[src/rtl/ps2_frame_rx.sv]
// PS/2 device-to-host frame receiver.
// Samples the raw PS/2 lines in the clk domain and checks each 11-bit frame:
// start, 8 data bits LSB-first, odd parity, stop. Good bytes go into a small
// FIFO that the consumer drains with a ready / nextdata_n pop handshake.
// Framing faults pulse frame_err for one cycle. A watchdog abandons frames
// that stop clocking partway through.
module ps2_frame_rx #(
  parameter int FIFO_DEPTH     = 8,
  parameter int TIMEOUT_CYCLES = 100000
) (
  input  logic       clk,
  input  logic       rst,
  input  logic       ps2_clk,
  input  logic       ps2_data,
  input  logic       nextdata_n,
  output logic [7:0] data,
  output logic       ready,
  output logic       overflow,
  output logic       frame_err
);

  localparam int AW   = $clog2(FIFO_DEPTH);
  localparam int WD_W = (TIMEOUT_CYCLES > 1) ? $clog2(TIMEOUT_CYCLES) : 1;
  localparam logic [WD_W-1:0] WD_LAST  = WD_W'(TIMEOUT_CYCLES - 1);
  localparam logic [3:0]      LAST_BIT = 4'd10;

  typedef enum logic [1:0] {
    IDLE,
    RECV,
    CHECK
  } state_t;

  // ---------------------------------------------------------------------------
  // Line synchronisers and falling-edge detection
  // ---------------------------------------------------------------------------
  logic ps2_clk_s1, ps2_clk_s2, ps2_clk_d;
  logic ps2_data_s1, ps2_data_s2;
  logic fall;
  logic bit_in;

  // Two-flop synchronisers plus one extra clock stage for edge detection;
  // preset to 1 so a reset never looks like a falling edge on an idle bus.
  always_ff @(posedge clk or negedge rst) begin
    if (!rst) begin
      ps2_clk_s1  <= 1'b1;
      ps2_clk_s2  <= 1'b1;
      ps2_clk_d   <= 1'b1;
      ps2_data_s1 <= 1'b1;
      ps2_data_s2 <= 1'b1;
    end else begin
      // NOTE: non-blocking assignments let every flop sample the old value of
      // its predecessor, which is what makes this a shift chain.
      ps2_clk_s1  <= ps2_clk;
      ps2_clk_s2  <= ps2_clk_s1;
      ps2_clk_d   <= ps2_clk_s2;
      ps2_data_s1 <= ps2_data;
      ps2_data_s2 <= ps2_data_s1;
    end
  end

  assign fall   = ps2_clk_d & ~ps2_clk_s2;
  assign bit_in = ps2_data_s2;

  // ---------------------------------------------------------------------------
  // Frame FSM
  // ---------------------------------------------------------------------------
  state_t          state, state_next;
  logic [9:0]      shreg;
  logic [3:0]      bitcnt;
  logic [WD_W-1:0] wdog;
  logic            push_req;
  logic            err_now;
  logic            timeout;

  // State register.
  always_ff @(posedge clk or negedge rst) begin
    if (!rst) begin
      state <= IDLE;
    end else begin
      state <= state_next;
    end
  end

  // Next-state logic plus the single-cycle push and error strobes.
  always_comb begin
    // NOTE: every output of this block gets a default before the case, so no
    // path leaves a signal unassigned and no latch is inferred.
    state_next = state;
    push_req   = 1'b0;
    err_now    = 1'b0;
    timeout    = 1'b0;
    case (state)
      IDLE: begin
        if (fall) begin
          if (!bit_in) begin
            state_next = RECV;
          end else begin
            err_now = 1'b1;
          end
        end
      end
      RECV: begin
        if (fall) begin
          if (bitcnt == LAST_BIT) begin
            state_next = CHECK;
          end
        end else if (wdog == WD_LAST) begin
          err_now    = 1'b1;
          timeout    = 1'b1;
          state_next = IDLE;
        end
      end
      CHECK: begin
        state_next = IDLE;
        // Odd parity across data+parity, and a high stop bit.
        if ((^shreg[8:0]) && shreg[9]) begin
          push_req = 1'b1;
        end else begin
          err_now = 1'b1;
        end
      end
      default: begin
        state_next = IDLE;
      end
    endcase
  end

  // Shift register, bit counter and watchdog. Bits enter at the top and move
  // down, so after ten shifts [7:0] is the byte, [8] parity, [9] stop.
  always_ff @(posedge clk or negedge rst) begin
    if (!rst) begin
      shreg  <= '0;
      bitcnt <= '0;
      wdog   <= '0;
    end else begin
      case (state)
        IDLE: begin
          wdog   <= '0;
          bitcnt <= (fall && !bit_in) ? 4'd1 : 4'd0;
        end
        RECV: begin
          if (fall) begin
            shreg  <= {bit_in, shreg[9:1]};
            bitcnt <= bitcnt + 4'd1;
            wdog   <= '0;
          end else if (timeout) begin
            bitcnt <= '0;
            wdog   <= '0;
          end else begin
            wdog <= wdog + 1'b1;
          end
        end
        default: begin
          wdog <= '0;
        end
      endcase
    end
  end

  // ---------------------------------------------------------------------------
  // Receive FIFO
  // ---------------------------------------------------------------------------
  logic [7:0]  mem [FIFO_DEPTH];
  logic [AW:0] wptr, rptr, rptr_next;
  logic        pop;
  logic        full;
  logic        push_ok;
  logic        drop;

  assign pop       = ready & ~nextdata_n;
  assign full      = (wptr ^ rptr) == {1'b1, {AW{1'b0}}};
  // A pop in the same cycle frees the head slot, so a push into a full FIFO
  // is still accepted then.
  assign push_ok   = push_req & (~full | pop);
  assign drop      = push_req & full & ~pop;
  assign rptr_next = pop ? rptr + 1'b1 : rptr;

  // Storage write port.
  always_ff @(posedge clk) begin
    // NOTE: the storage array has no reset; the pointers alone define which
    // entries are meaningful, and leaving it unreset keeps it a plain RAM.
    if (push_ok) begin
      mem[wptr[AW-1:0]] <= shreg[7:0];
    end
  end

  // Pointers and registered consumer-side outputs. data/ready look at the
  // post-pop read pointer so a pop is reflected in the very next cycle and
  // ready is never left stale-high after the last entry leaves.
  always_ff @(posedge clk or negedge rst) begin
    if (!rst) begin
      wptr      <= '0;
      rptr      <= '0;
      data      <= 8'h00;
      ready     <= 1'b0;
      overflow  <= 1'b0;
      frame_err <= 1'b0;
    end else begin
      if (push_ok) begin
        wptr <= wptr + 1'b1;
      end
      rptr      <= rptr_next;
      ready     <= (wptr != rptr_next);
      data      <= mem[rptr_next[AW-1:0]];
      frame_err <= err_now;
      // Set has priority over the clear from an accepted pop.
      if (drop) begin
        overflow <= 1'b1;
      end else if (pop) begin
        overflow <= 1'b0;
      end
    end
  end

endmodule

[config.mk]
export PLATFORM = sky130hd
export DESIGN_NAME = ps2_frame_rx
export DESIGN_NICKNAME = d
export VERILOG_FILES = /design/src/rtl/ps2_frame_rx.sv
export SDC_FILE = /design/constraint.sdc
export NUM_CORES = 1
export LEC_CHECK = 0
export CORE_UTILIZATION = 25
export CTS_CLUSTER_DIAMETER = 120
export DETAILED_ROUTE_END_ITERATION = 16
export MAX_ROUTING_LAYER = met4
export PLACE_DENSITY = 0.45
export SLEW_MARGIN = 20
export SYNTH_ARGS = -nofsm -noshare
export SYNTH_HDL_FRONTEND = slang
export SYNTH_SLANG_ARGS = --single-unit
[constraint.sdc]
create_clock -name clk -period 4.8 [get_ports clk]
set_input_delay 0.72 -clock clk [delete_from_list [all_inputs] [get_ports clk]]
set_output_delay 0.72 -clock clk [all_outputs]
set_load 0.01 [all_outputs]
; Word-level counts from Yosys, hierarchy flattened
; Memory sizes are Yosys's and may differ from the RTL's. A register that Yosys moved wholly into a read port is not among the register bits.
; Cells that the tools add are included.
; Widths: inputs -> output; s select.
[classes]
add_sub_neg = 4
eq_ne = 11
muxes = 27
bitwise = 11
reduce_logical = 11
[ops]
columns = op, count
row1 = $mux 17, 3
row2 = $add 17x1->17 const B, 1
row3 = $eq 17x17->1 const B, 1
row4 = $mux 1, 13
row5 = $add 4x1->4 const B, 3
row6 = $mux 4, 3
row7 = $mux 2, 5
row8 = $ne 3x3->1 const B, 3
row9 = $reduce_xor 9->1, 1
row10 = $eq 4x4->1 const B, 2
row11 = $pmux 4 s2, 1
row12 = $and 1x1->1, 5
row13 = $ne 2x2->1 const B, 2
row14 = $ne 4x4->1, 1
row15 = $not 1->1, 4
row16 = $pmux 2 s2, 1
row17 = $reduce_and 2->1, 2
row18 = $reduce_and 4->1, 1
row19 = $reduce_bool 2->1, 2
row20 = $xor 4x4->4, 1
row21 = $pmux 1 s3, 1
row22 = $eq 2x1->1 const B, 1
row23 = $eq 2x2->1 const B, 1
row24 = $logic_and 1x1->1, 2
row25 = 3 further kinds, 4
[totals]
ff_bits = 49
ram_bits = 64
in_bits = 5
output_inout_bits = 11
wordCells = 79
memories = 1
[memory_table]
columns = memory, words, word_bits, rd, rd_ports_with_merged_regs, wr, line
row1 = mem, 8, 8, 1, 1, 1, 163  ; logic [7:0] mem [FIFO_DEPTH];

; Longest topological paths before layout
; Gate-level depths: netlist (run 1).
[depth]
word_depth = 7
mapped_depth = 7
ltp_nobuf = 6

; Worst setup path after synthesis (run 1)
; Ideal clock, no wire load.
[synth_timing]
path_kind = register to register
from = register shreg[4]
to = memory mem[1][0], enable pin
setup_time_ps = 398
arrival_ps = 2437
required_ps = 4402
slack_ps = 1965
stages_incl_launch_ff = 6
n_path_buf = 0
period_less_slack_ps = 2835
path_cell_list = dfrtp_1 -> xnor2_1 -> xnor3_1 -> xnor2_2 -> nand3_4 -> nor4b_1
[synth_via]
elab_chain_len = 7
[synth_lines]
columns = item, line
row1 = "start, declared", 68  ; logic [9:0] shreg;
row2 = "start signal, assigned", 143  ; shreg <= {bit_in, shreg[9:1]};
row3 = $reduce_xor 9->1, 116  ; if ((^shreg[8:0]) && shreg[9]) begin
row4 = $logic_and 1x1->1, 116
row5 = $mux 1, 116
row6 = $mux 1, 92  ; case (state)
row7 = $and 1x1->1, 174  ; assign push_ok = push_req & (~full | pop);
row8 = $mux 1, 182  ; if (push_ok) begin
row9 = $mux 1 (not written as such), 183  ; mem[wptr[AW-1:0]] <= shreg[7:0];
row10 = "end, declared", 163
; No other way between the ends.

; Final worst setup path (run 1)
[layout_timing]
from = input nextdata_n
to = register data[6], read port of mem
[layout_via]
elab_chain_len = 3
[layout_lines]
columns = item, line
row1 = "start, declared", 15  ; input logic nextdata_n,
row2 = $not 1->1, 170  ; assign pop = ready & ~nextdata_n;
row3 = $and 1x1->1, 170
row4 = $mux 4, 176  ; assign rptr_next = pop ? rptr + 1'b1 : rptr;
row5 = "end, declared", 16  ; output logic [7:0] data,
; No other way between the ends.
; A chain may end at the register's enable or synchronous reset.

==> results of run 1 <==
## power breakdown
group,switching [W],internal (W),total [W]
sequential,0.000146,0.00126,0.00140
combinational,0.000402,0.000501,0.000903
clock,0.000445,0.000814,0.00126
total,0.000993,0.00257,0.00356
## flip-flops by register name, summed over array words and instances, names as in the netlist
| signal | flops |
|---|---|
| mem | 64 |
| wdog | 17 |
| shreg | 10 |
| data | 8 |
| bitcnt | 4 |
| rptr | 4 |
| wptr | 4 |
| state | 2 |
| bit_in | 1 |
| frame_err | 1 |
| overflow | 1 |
| ps2_clk_d | 1 |
| ps2_clk_s1 | 1 |
| ps2_clk_s2 | 1 |
| ps2_data_s1 | 1 |
| ready | 1 |
## layout by cell type, fill, tap and decap left out, types with 8 or more instances in the layout
cell type | synthesis | final
nand3_1 | 8 | 8
nor3_1 | 9 | 9
edfxtp_1 | 64 | 64
nand4_1 | 10 | 10
mux4_2 | 8 | 8
clkbuf_16 | 0 | 17
inv_1 | 11 | 11
nand2_1 | 9 | 9
mux2_2 | 19 | 19
clkdlybuf4s50_1 | 0 | 14
nor2_1 | 25 | 25
xnor2_1 | 21 | 21
mux4_1 | 8 | 8
xor2_1 | 10 | 10
dfrtp_1 | 52 | 52
buf_4 | 1 | 14
## metrics by stage
step / hold WS, ns / util
4_1_cts: 0.159 / 0.314
3_3_place_gp: 0.348 / 0.284
6_report: 0.176 / 0.314
5_1_grt: 0.165 / 0.314
3_5_place_dp: 0.350 / 0.284
2_1_floorplan: 0.345 / -
## area by class of cell
| class | instances | share of cell area |
|---|---|---|
| flip-flops and latches | 121 | 0.544 |
| repair buffers | 29 | 0.0406 |
| clock buffers | 20 | 0.0708 |
| well taps | 265 | 0.0538 |
| multi-input cells | 177 | 0.260 |
| inverters | 11 | 0.00670 |
| clock inverters | 12 | 0.0243 |
## worst max-delay path: cells and delay by family
family | cells | cell delay (ns)
xor gates and xnor gates | 1 | 0.67
buffers and inverters | 1 | 0.52
muxes | 2 | 0.92
and+or+nand+nor | 1 | 0.08
## kinds of logic (layout without fill, tap and decap cells)
family	Yosys count	after routing	share of synthesized area
compound gates	15	15	0.0203
simple gates	85	85	0.0909
fa+ha+maj	5	5	0.0124
buf+inv	21	72	0.0186
xor+xnor	35	35	0.0701
flops	121	121	0.664
mux	37	37	0.124
## per-layer routing
layer / vias up / GRT usage / wire [um]
li1: 1273 / - / -
met1: 1344 / 0.123 / 4440
met2: 24 / 0.169 / 4690
met3: 9 / 0.0361 / 232
met4: 0 / 0.0499 / 110
met5: - / - / 0
## how the worst max path moves through the flow
stage / to / cells after the start
finish: data[6] / 5
global route: mem[5][4] / 6
CTS: data[6] / 5
detailed placement: data[5] / 5
global placement: mem[5][3] / 6
floorplan: mem[1][0] / 5
==> flow_metrics.py, run 1 <==
metrics = {
    "run_status": {
        "status": "complete, no violations",
    },
    "yosys": {
        "synth_cell_types": 44,
        "synth_common_cells": "edfxtp_1 (64), dfrtp_1 (52), nor2_1 (25), xnor2_1 (21), mux2_2 (19)",
        "ys_ff_latch": 121,
        "async_flop_share": 0.471,
        "yosys_most_used_dff": "edfxtp_1",
        "yosys_warnings": 0,
        "ys_seq_area_frac": 0.664,
        "synth_top_area_cell": "edfxtp_1",
        "syn_avg_cell_area_sq_um": 15.8,
        "synth_area_sq_mm": 0.00505,
        "postSynthCellCount": 319,
        "synth_fp_nets": 329,
        "yosysMostFrequentCell": "edfxtp_1",
        "synthTopCellsByArea": "edfxtp_1 (38%), dfrtp_1 (26%), mux2_2 (4.2%)",
        "synth_edf_count": 64,
        "synth.top_cell.area_share": 0.380,
    },
    "place": {
        "gp_congestion": 0.745,
        "dpl.hpwl_um": 6120,
        "place_area_sq_mm": 0.00558,
        "dp_cells": 603,
        "pre_cts_ws_ns": 1.68,
        "portBuffers": 15,
    },
    "floorplanning": {
        "core_area_sq_mm": 0.0197,
        "initial_core_util": 0.257,
        "die_x_um": 144,
        "die_area_sq_mm": 0.0208,
        "rows": 51,
        "pin_count": 16,
        "fp.dieH_um": 144,
    },
    "finish": {
        "n_fill_cell": 1979,
        "fin_cells": 635,
        "multi_input_area_sq_mm": 0.00160,
        "syn_to_final_growth_pct": 22.1,
        "seq_area_sq_mm": 0.00335,
        "nNetsFinal": 367,
        "postLayoutCellArea_sq_mm": 0.00617,
        "num_antenna_cells": 0,
        "drive_above_1_share": 0.216,
    },
    "timing": {
        "rsz0062_at_grt": "no",
        "finalCriticalPeriod_ns": 2.64,
        "max_freq_ghz": 0.379,
        "tns_ns": 0,
        "finalHoldViolations": 0,
        "slew_viol_final": 0,
        "skew_ns": 0.00590,
        "setup_viol_count_final": 0,
        "slew_headroom": 0.428,
        "setup_ws_ns": 2.16,
        "tightest_slew_ns": 0.858,
        "period_share": 0.550,
    },
    "drt": {
        "post_drt_wl_per_cell_um": 14.9,
        "viasPerCell": 4.17,
        "drc": 0,
        "drt-initial-drc-count": 88,
        "vias": 2650,
        "wirelength_um": 9470,
        "ant_nets": 0,
        "dr.pass1.iters": 4,
    },
    "job": {
        "maxCapViolCount": 0,
    },
    "global_route": {
        "grt-ovfl-total": 0,
        "grt_max_degree": 50,
        "antenna_found_initial": 0,
        "grt_pass1_vias": 2852,
        "track_usage": 0.107,
        "grt_pass1_wl_um": 15400,
    },
    "critical_path": {
        "criticalPathCategory": "input pin to flop",
        "start_kind": "input pin",
        "timing.critical_path.from": "nextdata_n",
        "r2r_start": "shreg[4]",
        "r2r_slack_ns": 2.18,
        "r2r_cells": 6,
        "cp.arrival_ns": 2.93,
        "rr_endpoint": "mem[5][4]",
        "cpPeakStageDelay_ns": 0.67,
        "required_ns": 5.09,
        "cp-end-kind": "flop",
        "slowest_stage": "xnor2_4",
        "worstPathCellList": "clkdlybuf4s50_1, nor2b_4, xnor2_4, mux4_1, mux2_2",
        "cp_max_fo": 18,
    },
    "clock_network": {
        "cts_buffers": 17,
        "clk_pin_slew_ns": 0.06,
        "cts_tree": "built",
        "cts_root_buffer": "clkbuf_16",
        "cts_buffer_depth": 2,
        "clk_latency_ns": 0.41,
        "cts_hold_buffers": 0,
        "numClockSinks": 121,
        "post_cts_resized": 0,
        "post_cts_buffers": 0,
        "htreeDepth": 4,
    },
    "pwr": {
        "p_leak_nw": 2.32,
        "power_w": 0.00356,
        "power.density_mw_per_mm2": 578,
        "vdd_ir_drop_max_mv": 0.299,
    },
    "hold_path": {
        "hold_path.class": "input pin to asynchronous set/reset pin",
    },
}
No activity file was read; power rests on OpenSTA's default activity.
==> run 2, diff against run 1 <==
--- a/config.mk
+++ b/config.mk
@@ -9,7 +9,7 @@
 export CTS_CLUSTER_DIAMETER = 120
 export DETAILED_ROUTE_END_ITERATION = 16
 export MAX_ROUTING_LAYER = met4
-export PLACE_DENSITY = 0.45
+export PLACE_DENSITY = 0.47
 export SLEW_MARGIN = 20
 export SYNTH_ARGS = -nofsm -noshare
 export SYNTH_HDL_FRONTEND = slang
==> constraint.sdc (replaced) <==
create_clock -name clk -period 2.42 [get_ports clk]
set_input_delay 0.363 -clock clk [delete_from_list [all_inputs] [get_ports clk]]
set_output_delay 0.363 -clock clk [all_outputs]
set_load 0.01 [all_outputs]
==> run 2 against run 1 <==
Total power rose by 100%. Register-to-register slack got worse by 2.0 ns. Clock power grew 98%. Final cell count grew 2.2%. Sequential power up 91%. First-iteration DRC count rose by 72%. Clock skew is 0.0039 ns higher. Critical path depth decreased by 2. Core utilization is 0.72 points higher. Critical endpoint is now data[4]. Highest routed layer unchanged.
==> flow_metrics.py, run 2 (synthesis gave the netlist of run 1 again) <==
metrics = {
    "run_status": {
        "status": "complete, no violations",
    },
    "hold_path": {
        "hold_path.class": "input pin to flop",
    },
    "pwr": {
        "p_leak_nw": 2.39,
        "power.density_mw_per_mm2": 1160,
        "vdd_ir_drop_max_mv": 0.662,
    },
    "timing": {
        "rsz0062_at_grt": "no",
        "period_share": 0.923,
        "slew_headroom": 0.490,
        "skew_ns": 0.00981,
        "tightest_slew_ns": 0.765,
        "setup_viol_count_final": 0,
        "max_freq_ghz": 0.448,
        "finalHoldViolations": 0,
        "tns_ns": 0,
        "worst_hold_slack_ns": 0.356,
        "slew_viol_final": 0,
        "setup_ws_ns": 0.186,
        "finalCriticalPeriod_ns": 2.23,
    },
    "finish": {
        "largest_reg_flops": 64,
        "final_cell_mix": "edfxtp_1 (64), dfrtp_1 (52), buf_4 (26), nor2_1 (25), xnor2_1 (21)",
        "fin_cells": 649,
        "drive_above_1_share": 0.258,
        "postLayoutCellArea_sq_mm": 0.00631,
        "num_antenna_cells": 0,
        "nNetsFinal": 381,
        "final_common_cell": "edfxtp_1",
        "syn_to_final_growth_pct": 24.9,
    },
    "clock_network": {
        "htreeDepth": 4,
        "clk_pin_slew_ns": 0.06,
        "cts_tree": "built",
        "cts_root_buffer": "clkbuf_16",
        "cts_buffer_depth": 2,
        "post_cts_resized": 0,
        "cts_buffers": 17,
        "numClockSinks": 121,
        "clk_latency_ns": 0.41,
    },
    "global_route": {
        "antenna_found_initial": 0,
        "grt_pass1_vias": 2848,
        "grt_pass1_wl_um": 15100,
        "grt_max_degree": 23,
        "track_usage": 0.103,
        "grt-ovfl-total": 0,
    },
    "floorplanning": {
        "initial_core_util": 0.257,
        "core_area_sq_mm": 0.0197,
        "pin_count": 16,
        "fp.dieH_um": 144,
        "die_x_um": 144,
        "rows": 51,
        "die_area_sq_mm": 0.0208,
    },
    "place": {
        "dpl.hpwl_um": 6260,
        "dp_cells": 616,
        "place_area_sq_mm": 0.00570,
        "gp_congestion": 0.774,
        "portBuffers": 15,
        "pre_cts_ws_ns": -0.277,
    },
    "critical_path": {
        "cp-end-kind": "flop",
        "cp.arrival_ns": 2.53,
        "rr_endpoint": "data[4]",
        "criticalPathCategory": "flop to flop",
        "r2r_slack_ns": 0.19,
        "required_ns": 2.71,
        "cp_max_fo": 17,
        "r2r_cells": 3,
        "timing.critical_path.from": "rptr[0]",
        "endpoint": "data[4]",
        "r2r_start": "rptr[0]",
        "start_kind": "flop",
    },
    "drt": {
        "ant_nets": 0,
        "viasPerCell": 4.23,
        "vias": 2745,
        "drt-initial-drc-count": 151,
        "dr.pass1.iters": 4,
        "post_drt_wl_per_cell_um": 14.3,
        "drc": 0,
        "wirelength_um": 9290,
    },
    "job": {
        "maxCapViolCount": 0,
    },
}
## run 2: cell count changes in the layout (fill, tap and decap cells not counted), moves of 2 or more
cell / previous run / this run
nor4b_2: 0 / 2
buf_4: 14 / 26
nor4b_1: 2 / 0
clkinv_4: 2 / 4
clkbuf_1: 3 / 0
inv_8: 0 / 3
## run 2: worst max-delay path, stage by stage, from the launching register on
cell and delay (ns):
dfrtp_1 0.49, xnor2_4 0.68, mux4_1 0.65, mux2_2 0.28
## run 2: worst min-delay path by stage
stage                      startpoint  slack, ns          to  cells past startpoint
after floorplan                   rst       0.07   bitcnt[0]                      0
after global placement     ps2_clk_s1       0.35  ps2_clk_s2                      0
after detailed placement  ps2_data_s1       0.35      bit_in                      0
after CTS                     ps2_clk       0.34  ps2_clk_s1                      1
after global routing          ps2_clk       0.33  ps2_clk_s1                      1
final                         ps2_clk       0.36  ps2_clk_s1                      1
## run 2: final cells by class
type	instances	area, sq um
Sequential cell	121	3350
Multi-Input combinational cell	177	1620
Clock buffer	17	425
Clock inverter	15	170
Timing Repair Buffer	43	370
Inverter	11	41.3
Fill cell	1963	13300
Tap cell	265	332
## run 2: timing repair
action                                  4_1_cts  5_1_grt
endpoints found under the setup margin        0        0
setup buffers                                 0        0
hold buffers                                  1        0
hold endpoints to repair                     18        0
## run 2: metrics by stage
step | total power, W | utilization
finish | 0.00729 | 0.321
global route | 0.00768 | 0.321
CTS | 0.00741 | 0.321
detailed placement | 0.00488 | 0.290
global placement | 0.00485 | 0.290
floorplan | 0.00414 | -
## run 2: power breakdown
part	internal [W]	total (W)	switching, W
registers	0.00249	0.00267	0.000178
clock network	0.00154	0.00250	0.000958
logic	0.00119	0.00213	0.000944
total	0.00522	0.00729	0.00208
## run 2: metal layers
metal | vias up | GRT usage | wire [um]
met3 | 15 | 0.0371 | 306
met1 | 1386 | 0.124 | 4460
met2 | 35 | 0.162 | 4420
li1 | 1309 | - | -
met4 | 0 | 0.0332 | 106
met5 | - | - | 0
==> run 3, diff against run 2 <==
--- a/config.mk
+++ b/config.mk
@@ -9,8 +9,7 @@
 export CTS_CLUSTER_DIAMETER = 120
 export DETAILED_ROUTE_END_ITERATION = 16
 export MAX_ROUTING_LAYER = met4
-export PLACE_DENSITY = 0.47
-export SLEW_MARGIN = 20
+export PLACE_DENSITY = 0.45
 export SYNTH_ARGS = -nofsm -noshare
 export SYNTH_HDL_FRONTEND = slang
 export SYNTH_SLANG_ARGS = --single-unit
==> constraint.sdc (replaced) <==
create_clock -name clk -period 2.54 [get_ports clk]
set_input_delay 0.381 -clock clk [delete_from_list [all_inputs] [get_ports clk]]
set_output_delay 0.381 -clock clk [all_outputs]
set_load 0.01 [all_outputs]
==> run 3 against run 2 <==
Sequential cell count unchanged. Combinational power down 7%. Register-to-register slack improved by 0.08 ns. Critical path type unchanged. Critical endpoint is now mem[5][2]. Largest cell class unchanged. Highest routed layer unchanged.
==> flow_metrics.py, run 3 (synthesis gave the netlist of run 1 again) <==
metrics = {
    "finish": {
        "largest_reg_flops": 64,
        "syn_to_final_growth_pct": 24.1,
        "nNetsFinal": 376,
        "drive_above_1_share": 0.245,
        "n_fill_cell": 1989,
        "final_cell_mix": "edfxtp_1 (64), dfrtp_1 (52), nor2_1 (25), buf_4 (22), xnor2_1 (21)",
        "multi_input_area_sq_mm": 0.00160,
        "num_antenna_cells": 0,
        "seq_area_sq_mm": 0.00335,
        "final_common_cell": "edfxtp_1",
        "fin_cells": 644,
    },
    "critical_path": {
        "worstPathCellList": "xnor2_1, xnor3_1, xnor2_2, nand3_4, nor4b_1, buf_4",
        "rr_endpoint": "mem[5][2]",
        "timing.critical_path.from": "shreg[4]",
        "cp.arrival_ns": 2.38,
        "required_ns": 2.65,
        "cp.depth": 6,
        "cp_top_family": "XOR/XNOR gates",
        "r2r_cells": 6,
        "r2r_start": "shreg[4]",
        "cp_max_fo": 9,
        "criticalPathCategory": "flop to flop",
        "cp-end-kind": "flop",
        "start_kind": "flop",
        "slowest_stage": "xnor3_1",
        "path_buf_inv": 1,
        "r2r_slack_ns": 0.27,
        "cpPeakStageDelay_ns": 0.45,
        "endpoint": "mem[5][2]",
    },
    "clock_network": {
        "post_cts_resized": 0,
        "clk_pin_slew_ns": 0.06,
        "cts_tree": "built",
        "cts_hold_buffers": 0,
        "cts_buffers": 17,
        "htreeDepth": 4,
        "numClockSinks": 121,
        "clk_latency_ns": 0.41,
        "cts_buffer_depth": 2,
        "post_cts_buffers": 0,
        "cts_root_buffer": "clkbuf_16",
    },
    "timing": {
        "worst_hold_slack_ns": 0.0182,
        "rsz0062_at_grt": "no",
        "tightest_slew_ns": 0.823,
        "skew_ns": 0.0124,
        "finalCriticalPeriod_ns": 2.27,
        "max_freq_ghz": 0.440,
        "slew_headroom": 0.451,
        "slew_viol_final": 0,
        "setup_viol_count_final": 0,
        "period_share": 0.895,
        "finalHoldViolations": 0,
    },
    "global_route": {
        "track_usage": 0.111,
        "grt-ovfl-total": 0,
        "grt_max_degree": 29,
        "antenna_found_initial": 0,
        "grt_pass1_vias": 2906,
        "grt_pass1_wl_um": 16100,
    },
    "place": {
        "dp_cells": 612,
        "dpl.hpwl_um": 6390,
        "portBuffers": 15,
        "gp_congestion": 0.761,
    },
    "drt": {
        "ant_nets": 0,
        "drc": 0,
        "dr.pass1.iters": 4,
        "wirelength_um": 9930,
        "drt-initial-drc-count": 140,
        "vias": 2740,
        "post_drt_wl_per_cell_um": 15.4,
        "viasPerCell": 4.25,
    },
    "floorplanning": {
        "fp.dieH_um": 144,
        "core_area_sq_mm": 0.0197,
        "rows": 51,
        "pin_count": 16,
        "die_area_sq_mm": 0.0208,
        "die_x_um": 144,
        "initial_core_util": 0.257,
    },
    "pwr": {
        "p_leak_nw": 2.38,
        "vdd_ir_drop_max_mv": 0.498,
        "power.density_mw_per_mm2": 1120,
    },
    "job": {
        "maxCapViolCount": 0,
    },
    "hold_path": {
        "hold_path.class": "input pin to asynchronous set/reset pin",
    },
    "run_status": {
        "status": "complete, no violations",
    },
}
## run 3: changes by cell type in the layout (fill, tap and decap cells not counted), sizes merged
cell / before / now
buf: 28 / 24
clkinvlp: 3 / 0
inv: 15 / 21
dlygate4sd3: 1 / 0
clkinv: 6 / 3
## run 3: worst reg2reg max path, cell delays in order, from the launching register on
cell and delay [ns]:
dfrtp_1 0.40, xnor2_1 0.18, xnor3_1 0.45, xnor2_2 0.25
nand3_4 0.16, nor4b_1 0.27, buf_4 0.26
## run 3: worst min path at each step
stage	endpoint	slack (ns)
6_report	data[0]	0.02
5_1_grt	data[0]	0.06
4_1_cts	data[0]	0.05
3_5_place_dp	bit_in	0.35
3_3_place_gp	ps2_clk_s2	0.35
2_1_floorplan	bitcnt[0]	0.09
## run 3: area by class of cell
class / instances / area share
multi-input cells: 177 / 0.256
inverters: 11 / 0.00659
flip-flops and latches: 121 / 0.535
clock buffers: 17 / 0.0679
repair buffers: 38 / 0.0527
well taps: 265 / 0.0529
clock inverters: 15 / 0.0288
## run 3: routing by layer
| metal | global-route usage | up-vias | routed length (um) |
|---|---|---|---|
| li1 | - | 1293 | - |
| met1 | 0.131 | 1400 | 4500 |
| met2 | 0.175 | 40 | 4990 |
| met3 | 0.0318 | 7 | 315 |
| met4 | 0.0499 | 0 | 127 |
| met5 | - | - | 0 |
## run 3: where the power goes
| part | total [W] | switching [W] | internal, W |
|---|---|---|---|
| Clock | 0.00247 | 0.000977 | 0.00149 |
| Sequential | 0.00255 | 0.000176 | 0.00237 |
| Combinational | 0.00199 | 0.000893 | 0.00109 |
## run 3: metrics by stage
step	util	area [sq um]	total power [W]	worst slack [ns]	TNS, ns
after CTS	0.319	6270	0.00711	0.212	0
after floorplan	-	5050	0.00395	-0.295	-9.85
after detailed placement	0.288	5660	0.00461	-0.210	-1.51
after global routing	0.319	6270	0.00736	0.0700	0
after global placement	0.288	5660	0.00457	-0.147	-1.13
final	0.319	6270	0.00700	0.266	0
